### config.mk
export PLATFORM = sky130hd
export DESIGN_NAME = pc_address_unit_flat
export DESIGN_NICKNAME = d
export VERILOG_FILES = /design/src/rtl/pc_address_unit_pkg.sv /design/src/rtl/pc_address_unit_if.sv /design/src/rtl/pc_address_unit_pc_register.sv /design/src/rtl/pc_address_unit.sv /design/src/flat_wrapper.sv
export SDC_FILE = /design/constraint.sdc
export NUM_CORES = 1
export LEC_CHECK = 0
export ABC_AREA = 1
export CORE_UTILIZATION = 44
export CTS_CLUSTER_SIZE = 24
export DETAILED_ROUTE_END_ITERATION = 8
export HOLD_SLACK_MARGIN = 0.12
export PLACE_DENSITY = 0.89
export SLEW_MARGIN = 20
export SYNTH_ARGS = -nofsm -noshare
export SYNTH_HDL_FRONTEND = slang
export SYNTH_HIERARCHICAL = 1
export SYNTH_SLANG_ARGS = --single-unit
export TNS_END_PERCENT = 1
### constraint.sdc
create_clock -name clk -period 3.55 [get_ports clk]
set_input_delay 0.355 -clock clk [delete_from_list [all_inputs] [get_ports clk]]
set_output_delay 0.355 -clock clk [all_outputs]
set_load 0.01 [all_outputs]
### src/rtl/pc_address_unit_pkg.sv
// Shared decode/address-unit definitions: address-source encodings,
// default reset-vector location and the fetch FSM state type.
package pc_address_unit_pkg;

    // Address bus source selected by decode
    typedef enum logic [1:0] {
        ASEL_PC     = 2'd0,
        ASEL_MEM    = 2'd1,
        ASEL_ALU    = 2'd2,
        ASEL_PC_ALT = 2'd3
    } asel_e;

    // Location of the reset-vector low byte (high byte follows at +1)
    localparam logic [15:0] DEFAULT_VECTOR_ADDR = 16'hFFFC;

    // Reset-vector fetch sequence followed by normal execution
    typedef enum logic [1:0] {
        S_VEC_LO = 2'd0,
        S_VEC_HI = 2'd1,
        S_RUN    = 2'd2
    } state_e;

endpackage

### src/rtl/pc_address_unit_if.sv
// Decode-side bus of the PC/address unit. Decode owns the master modport,
// the address unit owns the slave modport.
interface pc_address_unit_if;

    logic        clk_enable;
    logic        pc_enable;
    logic        pc_load;
    logic [15:0] pc_load_value;
    logic [1:0]  address_select;
    logic [15:0] memory_address;
    logic [7:0]  alu_result;
    logic        rw_in;
    logic [7:0]  data_in;
    logic [15:0] address_out;
    logic        rw_out;
    logic [15:0] pc;
    logic        core_hold;

    modport master (
        output clk_enable, pc_enable, pc_load, pc_load_value, address_select,
               memory_address, alu_result, rw_in, data_in,
        input  address_out, rw_out, pc, core_hold
    );

    modport slave (
        input  clk_enable, pc_enable, pc_load, pc_load_value, address_select,
               memory_address, alu_result, rw_in, data_in,
        output address_out, rw_out, pc, core_hold
    );

endinterface

### src/rtl/pc_address_unit_pc_register.sv
// 16-bit program counter with byte latches for the reset-vector fetch,
// jump load and modulo-2^16 increment. All updates qualified by en_i.
module pc_register #(
    parameter logic [15:0] RESET_VALUE = 16'h0000
) (
    input  logic        clk,
    input  logic        rst,
    input  logic        en_i,
    input  logic        latch_lo_i,
    input  logic        latch_hi_i,
    input  logic        load_i,
    input  logic        inc_i,
    input  logic [15:0] load_value_i,
    input  logic [7:0]  data_i,
    output logic [15:0] pc_o
);

    logic [15:0] pc_q;
    logic [15:0] pc_d;

    // Next PC: byte latches, then load, then increment
    always_comb begin
        pc_d = pc_q;
        if (en_i) begin
            if (latch_lo_i) begin
                pc_d = {pc_q[15:8], data_i};
            end else if (latch_hi_i) begin
                pc_d = {data_i, pc_q[7:0]};
            end else if (load_i) begin
                pc_d = load_value_i;
            end else if (inc_i) begin
                pc_d = pc_q + 16'd1;
            end
        end
    end

    // PC register with asynchronous reset
    always_ff @(posedge clk or posedge rst) begin
        if (rst) begin
            pc_q <= RESET_VALUE;
        end else begin
            pc_q <= pc_d;
        end
    end

    assign pc_o = pc_q;

endmodule

### src/rtl/pc_address_unit.sv
// PC / address unit: reset-vector fetch FSM, program counter and external
// address mux. Optional feature macro: RESET_VECTOR_FETCH_EN (when defined,
// reset fetches the PC from VECTOR_ADDR/VECTOR_ADDR+1; otherwise reset enters
// run with pc=RESET_PC).
module pc_address_unit
    import pc_address_unit_pkg::*;
#(
    parameter logic [15:0] VECTOR_ADDR = DEFAULT_VECTOR_ADDR,
    parameter logic [15:0] RESET_PC    = 16'h0000
) (
    input  logic                clk,
    input  logic                rst,
    pc_address_unit_if.slave    bus
);

`ifdef RESET_VECTOR_FETCH_EN
    localparam state_e      RESET_STATE    = S_VEC_LO;
    localparam logic [15:0] PC_RESET_VALUE = 16'h0000;
`else
    localparam state_e      RESET_STATE    = S_RUN;
    localparam logic [15:0] PC_RESET_VALUE = RESET_PC;
`endif

    state_e      state_q;
    state_e      state_d;
    logic [15:0] pc_q;
    logic [15:0] run_addr;
    logic [15:0] address_c;
    logic        rw_c;
    logic        hold_c;
    logic        latch_lo_c;
    logic        latch_hi_c;
    logic        load_c;
    logic        inc_c;

    // State register
    always_ff @(posedge clk or posedge rst) begin
        if (rst) begin
            state_q <= RESET_STATE;
        end else begin
            state_q <= state_d;
        end
    end

    // Next state: two vector bytes, then run until reset
    always_comb begin
        state_d = state_q;
        if (bus.clk_enable) begin
            case (state_q)
                S_VEC_LO: state_d = S_VEC_HI;
                S_VEC_HI: state_d = S_RUN;
                S_RUN:    state_d = S_RUN;
                default:  state_d = RESET_STATE;
            endcase
        end
    end

    // Run-time address source mux; ALU address stays in page zero
    always_comb begin
        case (asel_e'(bus.address_select))
            ASEL_MEM: run_addr = bus.memory_address;
            ASEL_ALU: run_addr = {8'h00, bus.alu_result};
            default:  run_addr = pc_q;
        endcase
    end

    // Outputs and PC controls decoded from state; decode requests only act in run
    always_comb begin
        address_c  = run_addr;
        rw_c       = bus.rw_in;
        hold_c     = 1'b0;
        latch_lo_c = 1'b0;
        latch_hi_c = 1'b0;
        load_c     = 1'b0;
        inc_c      = 1'b0;
        case (state_q)
            S_VEC_LO: begin
                address_c  = VECTOR_ADDR;
                rw_c       = 1'b1;
                hold_c     = 1'b1;
                latch_lo_c = 1'b1;
            end
            S_VEC_HI: begin
                address_c  = VECTOR_ADDR + 16'd1;
                rw_c       = 1'b1;
                hold_c     = 1'b1;
                latch_hi_c = 1'b1;
            end
            default: begin
                load_c = bus.pc_load;
                inc_c  = bus.pc_enable & ~bus.pc_load;
            end
        endcase
        // Bus stays in read while reset is held, even when reset lands in run
        if (rst) begin
            rw_c = 1'b1;
        end
    end

    pc_register #(
        .RESET_VALUE (PC_RESET_VALUE)
    ) u_pc_register (
        .clk          (clk),
        .rst          (rst),
        .en_i         (bus.clk_enable),
        .latch_lo_i   (latch_lo_c),
        .latch_hi_i   (latch_hi_c),
        .load_i       (load_c),
        .inc_i        (inc_c),
        .load_value_i (bus.pc_load_value),
        .data_i       (bus.data_in),
        .pc_o         (pc_q)
    );

    assign bus.address_out = address_c;
    assign bus.rw_out      = rw_c;
    assign bus.core_hold   = hold_c;
    assign bus.pc          = pc_q;

endmodule

### src/flat_wrapper.sv
// flat-port wrapper written by rule: the top's interface ports become plain ports
module pc_address_unit_flat import pc_address_unit_pkg::*;
#(
    parameter logic [15:0] VECTOR_ADDR = DEFAULT_VECTOR_ADDR,
    parameter logic [15:0] RESET_PC    = 16'h0000
)
  (clk, rst, bus_clk_enable, bus_pc_enable, bus_pc_load, bus_pc_load_value, bus_address_select, bus_memory_address, bus_alu_result, bus_rw_in, bus_data_in, bus_address_out, bus_rw_out, bus_pc, bus_core_hold);
  pc_address_unit_if bus_i ();
  input  logic clk;
  input  logic rst;
  input wire logic [$bits(bus_i.clk_enable)-1:0] bus_clk_enable;
  input wire logic [$bits(bus_i.pc_enable)-1:0] bus_pc_enable;
  input wire logic [$bits(bus_i.pc_load)-1:0] bus_pc_load;
  input wire logic [$bits(bus_i.pc_load_value)-1:0] bus_pc_load_value;
  input wire logic [$bits(bus_i.address_select)-1:0] bus_address_select;
  input wire logic [$bits(bus_i.memory_address)-1:0] bus_memory_address;
  input wire logic [$bits(bus_i.alu_result)-1:0] bus_alu_result;
  input wire logic [$bits(bus_i.rw_in)-1:0] bus_rw_in;
  input wire logic [$bits(bus_i.data_in)-1:0] bus_data_in;
  output wire logic [$bits(bus_i.address_out)-1:0] bus_address_out;
  output wire logic [$bits(bus_i.rw_out)-1:0] bus_rw_out;
  output wire logic [$bits(bus_i.pc)-1:0] bus_pc;
  output wire logic [$bits(bus_i.core_hold)-1:0] bus_core_hold;
  assign bus_i.clk_enable = bus_clk_enable;
  assign bus_i.pc_enable = bus_pc_enable;
  assign bus_i.pc_load = bus_pc_load;
  assign bus_i.pc_load_value = bus_pc_load_value;
  assign bus_i.address_select = bus_address_select;
  assign bus_i.memory_address = bus_memory_address;
  assign bus_i.alu_result = bus_alu_result;
  assign bus_i.rw_in = bus_rw_in;
  assign bus_i.data_in = bus_data_in;
  assign bus_address_out = bus_i.address_out;
  assign bus_rw_out = bus_i.rw_out;
  assign bus_pc = bus_i.pc;
  assign bus_core_hold = bus_i.core_hold;
  pc_address_unit #(.VECTOR_ADDR(VECTOR_ADDR), .RESET_PC(RESET_PC)) u_core (.clk(clk), .rst(rst), .bus(bus_i));
endmodule
==> results of run 1 <==
-- power groups by stage --
| stage | Clock (uW) | Combinational (uW) | Sequential (uW) |
|---|---|---|---|
| after CTS | 176 | 1420 | 494 |
| after floorplan | 0 | 852 | 487 |
| after detailed placement | 0 | 1420 | 497 |
| after global placement | 0 | 1380 | 492 |
| final | 173 | 1430 | 497 |
| after global routing | 185 | 1600 | 516 |
-- cell type report --
cell class	count	area [um^2]	share of cell area [%]
clock buffer	4	55.1	2.00
tap	50	62.6	2.27
timing repair buffer	91	906	32.9
inverter	37	139	5.04
multi-input combinational	242	1140	41.4
sequential	18	452	16.4
-- registers in the layout, indices dropped and copies added (netlist names) --
register and flops:
u_core/u_pc_register/pc_o 16, u_core/state_q 2
-- logic make-up after synthesis --
kind of cell               after synthesis
adders and majority gates                3
xor gates and xnor gates                 2
and+or+nand+nor                        174
buffers and inverters                   49
DFF                                     18
AOI/OAI and AO/OA                       63
-- cell usage after synthesis (all sizes together), types with 2 or more instances --
master / count / area share [%]
a21oi: 41 / 13
a22oi: 6 / 2.5
buf: 10 / 4.6
clkbuf: 2 / 0.41
dfrtp: 17 / 23
ha: 3 / 2.1
inv: 37 / 7.6
nand2: 81 / 17
nand3: 28 / 7.7
nand4: 3 / 1.0
nor2: 61 / 14
o21ai: 14 / 4.0
xor2: 2 / 0.96
-- worst max-delay path, stage by stage --
cell and delay [ns]:
clkdlybuf4s50_1 0.48, inv_1 0.05, ha_1 0.81, inv_1 0.17, nand3_1 0.11, nand3_1 0.08, nand2_1 0.06, inv_1 0.03
clkdlybuf4s50_1 0.47
-- stage by stage --
step	worst slack [ns]	utilization (%)	instances	power (uW)	instance area, um^2
after floorplan	1.95	-	309	1340	1820
after global placement	0.636	67.5	438	1870	2700
after detailed placement	0.574	67.5	438	1910	2700
after CTS	0.564	68.9	442	2090	2760
after global routing	0.367	68.9	442	2300	2760
final	0.570	68.9	442	2100	2760
-- layer usage --
layer  routed length (um)  up-vias  global-route usage, %
met2                 2590       94                   44.4
met4                   87        0                   10.4
met5                    0        -                      0
met3                  478       10                   2.93
li1                     -     1167                      -
met1                 2260     1022                   33.8
-- how the worst max path moves through the flow --
stage                               endpoint  slack (ns)  cells past startpoint
after floorplan           bus_address_out[5]        1.95                      7
after global placement    bus_address_out[0]        0.64                      9
after detailed placement  bus_address_out[0]        0.57                      9
after CTS                 bus_address_out[0]        0.56                      9
after global routing      bus_address_out[0]        0.37                      9
final                     bus_address_out[0]        0.57                      9
==> impl_metrics.tcl, run 1 <==
set metrics [dict create \
    layout-drive-gt1-share_pct 5.87 \
    critPathArrivalTime_ns 2.62 \
    antenna_found_initial 0 \
    h-tree-depth 1 \
    power_density_mw_per_mm2 761 \
    cts_buffers 3 \
    power_switching_uw 1020 \
    coreArea_mm2 0.00400 \
    power_frac_seq_pct 23.7 \
    grt_pass1_vias 1966 \
    root_buffer "clkbuf_8" \
    status "finished clean" \
    io_buffers 89 \
    r2r-start "u_core/state_q[1]" \
    start_kind "input port" \
    worst_pin_slew_ns 0.801 \
    synth_seq_cells 18 \
    rsz0062_at_grt "false" \
    die_area_mm2 0.00441 \
    clk_pin_slew_ns 0.07 \
    post_cts_buffers 0 \
    p_comb_share_pct 68.1 \
    crit_fanout 19 \
    maxSlewViolCount 0 \
    max_freq_ghz 0.336 \
    clock-sinks 18 \
    seq_area_frac_synth_pct 24.8 \
    io_pins 90 \
    syn2layout_area_growth_pct 51.1 \
    gp_congestion 0.891 \
    worst-r2r-setup-slack_ns 1.49 \
    fill_cells 359 \
    clock_latency_ns 0.26 \
    ir_worst_vdd_v 0.000462 \
    startpoint "bus_address_select[0]" \
    clockBufferDepth 2 \
    worstRegToRegCells 7 \
    synthAdderAreaFrac_pct 2.06 \
    die-width_um 66.4 \
    endpoint_kind "primary output" \
    holdWs_ns 0.285 \
    relSlewSlack_pct 46.6 \
    grt_pass1_wl_um 8880 \
    grt-ovfl-total 0 \
    crit_type "input port to primary output" \
    internal_power_uw 1080 \
    synthXorXnorAreaFrac_pct 0.960 \
    yosys_warnings 6 \
    tns_ns 0 \
    final_common_cell "clkdlybuf4s50_1" \
    finClkSkew_ns 0.00135 \
    grt_max_degree 32 \
    reg2reg_to "u_core/u_pc_register/pc_o[0]" \
    synthArstFlopShare_pct 100 \
    cts_tree "yes" \
    grtUsageTotal_pct 26.2 \
    syn_area_mm2 0.00182 \
    vias 2293 \
    cp.required_ns 3.19 \
    power_leakage_uw 0.00130 \
    cts_hold_buf 0 \
    synthCells 309 \
    synth_compound_area_share_pct 20.0 \
    hold_viol_final 0 \
    drtAntennaViolNets 0 \
    start_util_pct 45.6 \
    synth_fp_nets 368 \
    hold_path_class "input port to asynchronous set/reset pin" \
    synthMuxAreaShare_pct 0 \
    switching_share_pct 48.5 \
    vias_per_cell 5.19 \
    period_needed_ns 2.98 \
    synthFlopType "dfrtp_1" \
    drtIter0Drc 145 \
    drc 0 \
    syn_avg_cell_area_um2 5.90 \
    min_period_over_period_pct 83.9 \
    die-height_um 66.4 \
    post_cts_resized 0 \
    clockPowerShare_pct 8.2 \
    dr.pass1.iters 4 \
    wl_um 5420 \
    hpwl_um 4190 \
    fin_nets 452 \
    synthSimpleGateAreaFrac_pct 39.6 \
    std_cell_rows 23 \
    drv_cap 0 \
    synth_edf_count 0 \
    antennaDiodeCount 0 \
    wl_per_cell_um 12.3 \
    setup_viol 0 \
    final_cell_mix "89 x clkdlybuf4s50_1, 81 x nand2_1, 57 x nor2_1" \
    synth_top_family_by_area "simple AND/OR/NAND/NOR gates" \
    ys_types 25 \
]
Power figures use the tool's default switching activity.
==> run 2, diff against run 1 <==
Settings changed: CORE_UTILIZATION 44 to 37, PLACE_DENSITY 0.89 to 0.8.
Clock period 3.55 ns to 2.39 ns, I/O delays scaled along.
==> impl_metrics.tcl, run 2 (synthesis gave the netlist of run 1 again) <==
set metrics [dict create \
    grt_pass1_vias 2073 \
    hold_viol_final 0 \
    io_pins 90 \
    clockPowerShare_pct 8.4 \
    drc 0 \
    fin_nets 455 \
    grt-ovfl-total 0 \
    power_density_mw_per_mm2 1100 \
    wl_um 5630 \
    rsz0062_at_grt "true" \
    fin_area_mm2 0.00284 \
    largest_register_ffs 16 \
    start_kind "input port" \
    layout-drive-gt1-share_pct 7.09 \
    antennaDiodeCount 0 \
    power_leakage_uw 0.00133 \
    clockBufferDepth 2 \
    drtIter0Drc 116 \
    clock-sinks 18 \
    grt_pass1_wl_um 9270 \
    final_cells 462 \
    period_needed_ns 2.33 \
    dr.pass1.iters 4 \
    p_comb_share_pct 67.8 \
    critPathMaxStageDelay_ns 0.53 \
    min_period_over_period_pct 97.4 \
    hold_path_class "input port to asynchronous set/reset pin" \
    die-width_um 72.2 \
    relSlewSlack_pct 49.9 \
    coreArea_mm2 0.00472 \
    antenna_found_initial 0 \
    cts_buffers 3 \
    setup_viol 0 \
    cts_hold_buf 0 \
    internal_power_uw 1610 \
    maxSlewViolCount 0 \
    power_frac_seq_pct 23.7 \
    worst-r2r-setup-slack_ns 0.37 \
    p_total_uw 3110 \
    grt_max_degree 31 \
    final_cell_mix "87 x clkdlybuf4s50_1, 81 x nand2_1, 55 x nor2_1" \
    placed_cells 457 \
    final_util_pct 60.0 \
    place_area_mm2 0.00275 \
    crit_type "input port to primary output" \
    finClkSkew_ns 0.00258 \
    post_cts_buffers 0 \
    endpoint_kind "primary output" \
    cp.required_ns 2.15 \
    std_cell_rows 25 \
    h-tree-depth 1 \
    critPathSlowestCell "clkdlybuf4s50_1" \
    critPathArrivalTime_ns 2.09 \
    grtUsageTotal_pct 22.4 \
    worstRegToRegCells 7 \
    syn2layout_area_growth_pct 55.4 \
    cts_tree "yes" \
    switching_share_pct 48.4 \
    vias_per_cell 4.89 \
    die-height_um 72.2 \
    fill_cells 470 \
    clock_latency_ns 0.26 \
    status "finished clean" \
    ir_worst_vdd_v 0.000492 \
    start_util_pct 38.6 \
    drtAntennaViolNets 0 \
    wl_per_cell_um 12.2 \
    die_area_mm2 0.00522 \
    r2r-start "u_core/state_q[0]" \
    vias 2259 \
    timing.critical_path.mode_cell "clkdlybuf4s50_1" \
    hpwl_um 4290 \
    max_freq_ghz 0.430 \
    clk_pin_slew_ns 0.08 \
    worst_pin_slew_ns 0.750 \
    gp_congestion 0.846 \
    root_buffer "clkbuf_8" \
    crit_fanout 13 \
    io_buffers 89 \
    reg2reg_to "u_core/u_pc_register/pc_o[9]" \
    path_cells "clkdlybuf4s50_1 -> inv_1 -> ha_1 -> buf_12 -> nor2_4 -> nand2_1 -> nand3_1 -> clkdlybuf4s50_1" \
    power_switching_uw 1510 \
    final_common_cell "clkdlybuf4s50_1" \
    drv_cap 0 \
]
-- run 2: worst max-delay path by stage --
stage	endpoint	start
final	bus_address_out[6]	bus_address_select[0]
after global routing	bus_address_out[6]	bus_address_select[0]
after CTS	bus_address_out[6]	bus_address_select[0]
after detailed placement	bus_address_out[6]	bus_address_select[0]
after global placement	bus_address_out[6]	bus_address_select[0]
after floorplan	u_core/u_pc_register/pc_o[0]	u_core/state_q[1]
-- run 2: timing repair --
action,4_1_cts,5_1_grt
gates resized for setup,0,5
endpoints found under the hold margin,0,0
endpoints found under the setup margin,0,15
-- run 2: cell type report --
cell class | count | area (um^2) | share of cell area, %
clock buffer | 4 | 55.1 | 1.94
multi-input combinational | 243 | 1160 | 41.0
sequential | 18 | 452 | 15.9
tap | 67 | 83.8 | 2.96
timing repair buffer | 93 | 942 | 33.2
inverter | 37 | 139 | 4.90
-- run 2: routing by layer --
| layer | GRT usage [%] | share of wire, % | vias to the layer above |
|---|---|---|---|
| met2 | 38.5 | 47 | 79 |
| met1 | 28.1 | 44 | 1006 |
| met3 | 2.78 | 6.5 | 9 |
| met4 | 9.37 | 2.0 | 0 |
| li1 | - | - | 1165 |
| met5 | 0 | 0 | - |
-- run 2: through the flow --
step           setup slack, ns  setup TNS [ns]  hold slack, ns
2_1_floorplan            0.900               0         -0.0122
3_3_place_gp            0.0252               0           0.436
3_5_place_dp           0.00625               0           0.444
4_1_cts                0.00262               0           0.158
5_1_grt                -0.0202         -0.0708           0.198
6_report                0.0623               0           0.159
-- run 2: worst max-delay path, delay by kind of cell --
kind,cells,cell delay (ns)
adders and majority gates,1,0.32
buffers and inverters,4,1.23
and+or+nand+nor,3,0.31
-- run 2: power groups by stage --
stage	combinational (uW)	clock (uW)	sequential [uW]
global placement	2070	0	732
finish	2110	263	739
global route	2370	275	773
floorplan	1270	0	723
detailed placement	2100	0	738
CTS	2110	266	734
==> run 3, diff against run 2 <==
Settings changed: PLACE_DENSITY 0.8 to 0.88.
==> impl_metrics.tcl, run 3 (synthesis gave the netlist of run 1 again) <==
set metrics [dict create \
    status "finished clean" \
    cts_tree "yes" \
    regArea_um2 452 \
    start_kind "input port" \
    gp_congestion 0.866 \
    clock-sinks 18 \
    path_cells "clkdlybuf4s50_1 -> inv_1 -> ha_1 -> buf_12 -> buf_6 -> a21oi_1 -> nand2_1 -> clkdlybuf4s50_1" \
    min_period_over_period_pct 98.7 \
    cts_hold_buf 0 \
    worstRegToRegCells 5 \
    grtUsageTotal_pct 22.5 \
    clk_pin_slew_ns 0.07 \
    antenna_found_initial 0 \
    critPathSlowestCell "clkdlybuf4s50_1" \
    maxSlewViolCount 0 \
    final_cell_mix "81 x nand2_1, 80 x clkdlybuf4s50_1, 57 x nor2_1" \
    endpoint_kind "primary output" \
    cts_buffers 3 \
    worstSetupPathDepth 8 \
    holdWs_ns 0.169 \
    tns_ns 0 \
    crit_type "input port to primary output" \
    power_leakage_uw 0.00137 \
    grt_max_degree 31 \
    period_needed_ns 2.36 \
    reg2reg_to "u_core/u_pc_register/pc_o[0]" \
    grt_pass1_vias 2182 \
    vias_per_cell 5.05 \
    wl_per_cell_um 12.7 \
    dr.pass1.iters 5 \
    coreArea_mm2 0.00472 \
    wl_um 5870 \
    crit_end "bus_address_out[10]" \
    final_common_cell "nand2_1" \
    drc 0 \
    h-tree-depth 1 \
    antennaDiodeCount 0 \
    worst_pin_slew_ns 0.917 \
    timing.critical_path.mode_cell "clkdlybuf4s50_1" \
    drtIter0Drc 149 \
    drtAntennaViolNets 0 \
    cpLargestDelayFamily "buffers and inverters" \
    vias 2332 \
    max_freq_ghz 0.424 \
    hold_viol_final 0 \
    die-width_um 72.2 \
    std_cell_rows 25 \
    hold_path_class "input port to asynchronous set/reset pin" \
    setup_slack_ns 0.0306 \
    fin_nets 455 \
    fin_area_mm2 0.00284 \
    dpl_worst_slack_ns -0.0530 \
    power_density_mw_per_mm2 1090 \
    die_area_mm2 0.00522 \
    crit_buf_inv 5 \
    place_area_mm2 0.00275 \
    io_buffers 89 \
    grt_pass1_wl_um 9460 \
    critPathMaxStageDelay_ns 0.49 \
    fill_cells 449 \
    die-height_um 72.2 \
    p_total_uw 3090 \
    multi_input_area_mm2 0.00116 \
    clockBufferDepth 2 \
    r2r-start "u_core/state_q[1]" \
    layout-drive-gt1-share_pct 6.33 \
    io_pins 90 \
    rsz0062_at_grt "true" \
    setup_viol 0 \
    hpwl_um 4510 \
    root_buffer "clkbuf_8" \
    cp.required_ns 2.15 \
    relSlewSlack_pct 38.6 \
    largest_register_ffs 16 \
    finClkSkew_ns 0.00269 \
    ir_worst_vdd_v 0.000481 \
    grt-ovfl-total 0 \
    crit_fanout 13 \
    start_util_pct 38.6 \
    drv_cap 0 \
    post_cts_buffers 0 \
    startpoint "bus_address_select[0]" \
    syn2layout_area_growth_pct 55.6 \
    worst-r2r-setup-slack_ns 0.40 \
    critPathArrivalTime_ns 2.12 \
    clock_latency_ns 0.25 \
]
[run 3: how the worst min path moves through the flow]
| stage | end | cells after the start |
|---|---|---|
| after floorplan | u_core/state_q[0] | 1 |
| after global placement | u_core/state_q[0] | 2 |
| final | u_core/state_q[0] | 2 |
| after CTS | u_core/state_q[0] | 2 |
| after global routing | u_core/state_q[0] | 2 |
| after detailed placement | u_core/state_q[0] | 2 |
[run 3: area by class of cell]
class                           instances  share of cell area [%]
Timing Repair Buffer                   93                    33.8
Inverter                               37                    4.89
Clock buffer                            4                    1.59
Multi-Input combinational cell        243                    40.8
Tap cell                               67                    2.95
Sequential cell                        18                    15.9
[run 3: worst reg2reg max path, cell delays in order (launching register included)]
cell and delay (ns):
dfstp_2 0.40, nor2_1 0.71, o21ai_2 0.38, inv_1 0.19
nand3_1 0.09, o21a_1 0.11
[run 3: timing repair]
item | 4_1_cts | 5_1_grt
gates cloned | 1 | 0
pin swaps | 1 | 0
setup endpoints to repair | 6 | 16
gates resized for setup | 1 | 10
[run 3: stage by stage]
stage                     util (%)  std cells
after floorplan                  -        309
after global placement        58.2        457
after detailed placement      58.2        457
after CTS                     59.5        462
after global routing          60.1        462
final                         60.1        462
[run 3: power breakdown]
group          total [uW]  internal, uW  switching (uW)
registers             736           462             274
clock network         227           119             108
logic                2130           982            1150
total                3090          1560            1530
[run 3: metal layers]
layer	wire length (um)	track usage (%)	share of wire (%)
met2	2810	40.3	48
met1	2400	26.8	41
met5	0	0	0
met3	537	4.31	9.1
met4	119	7.84	2.0
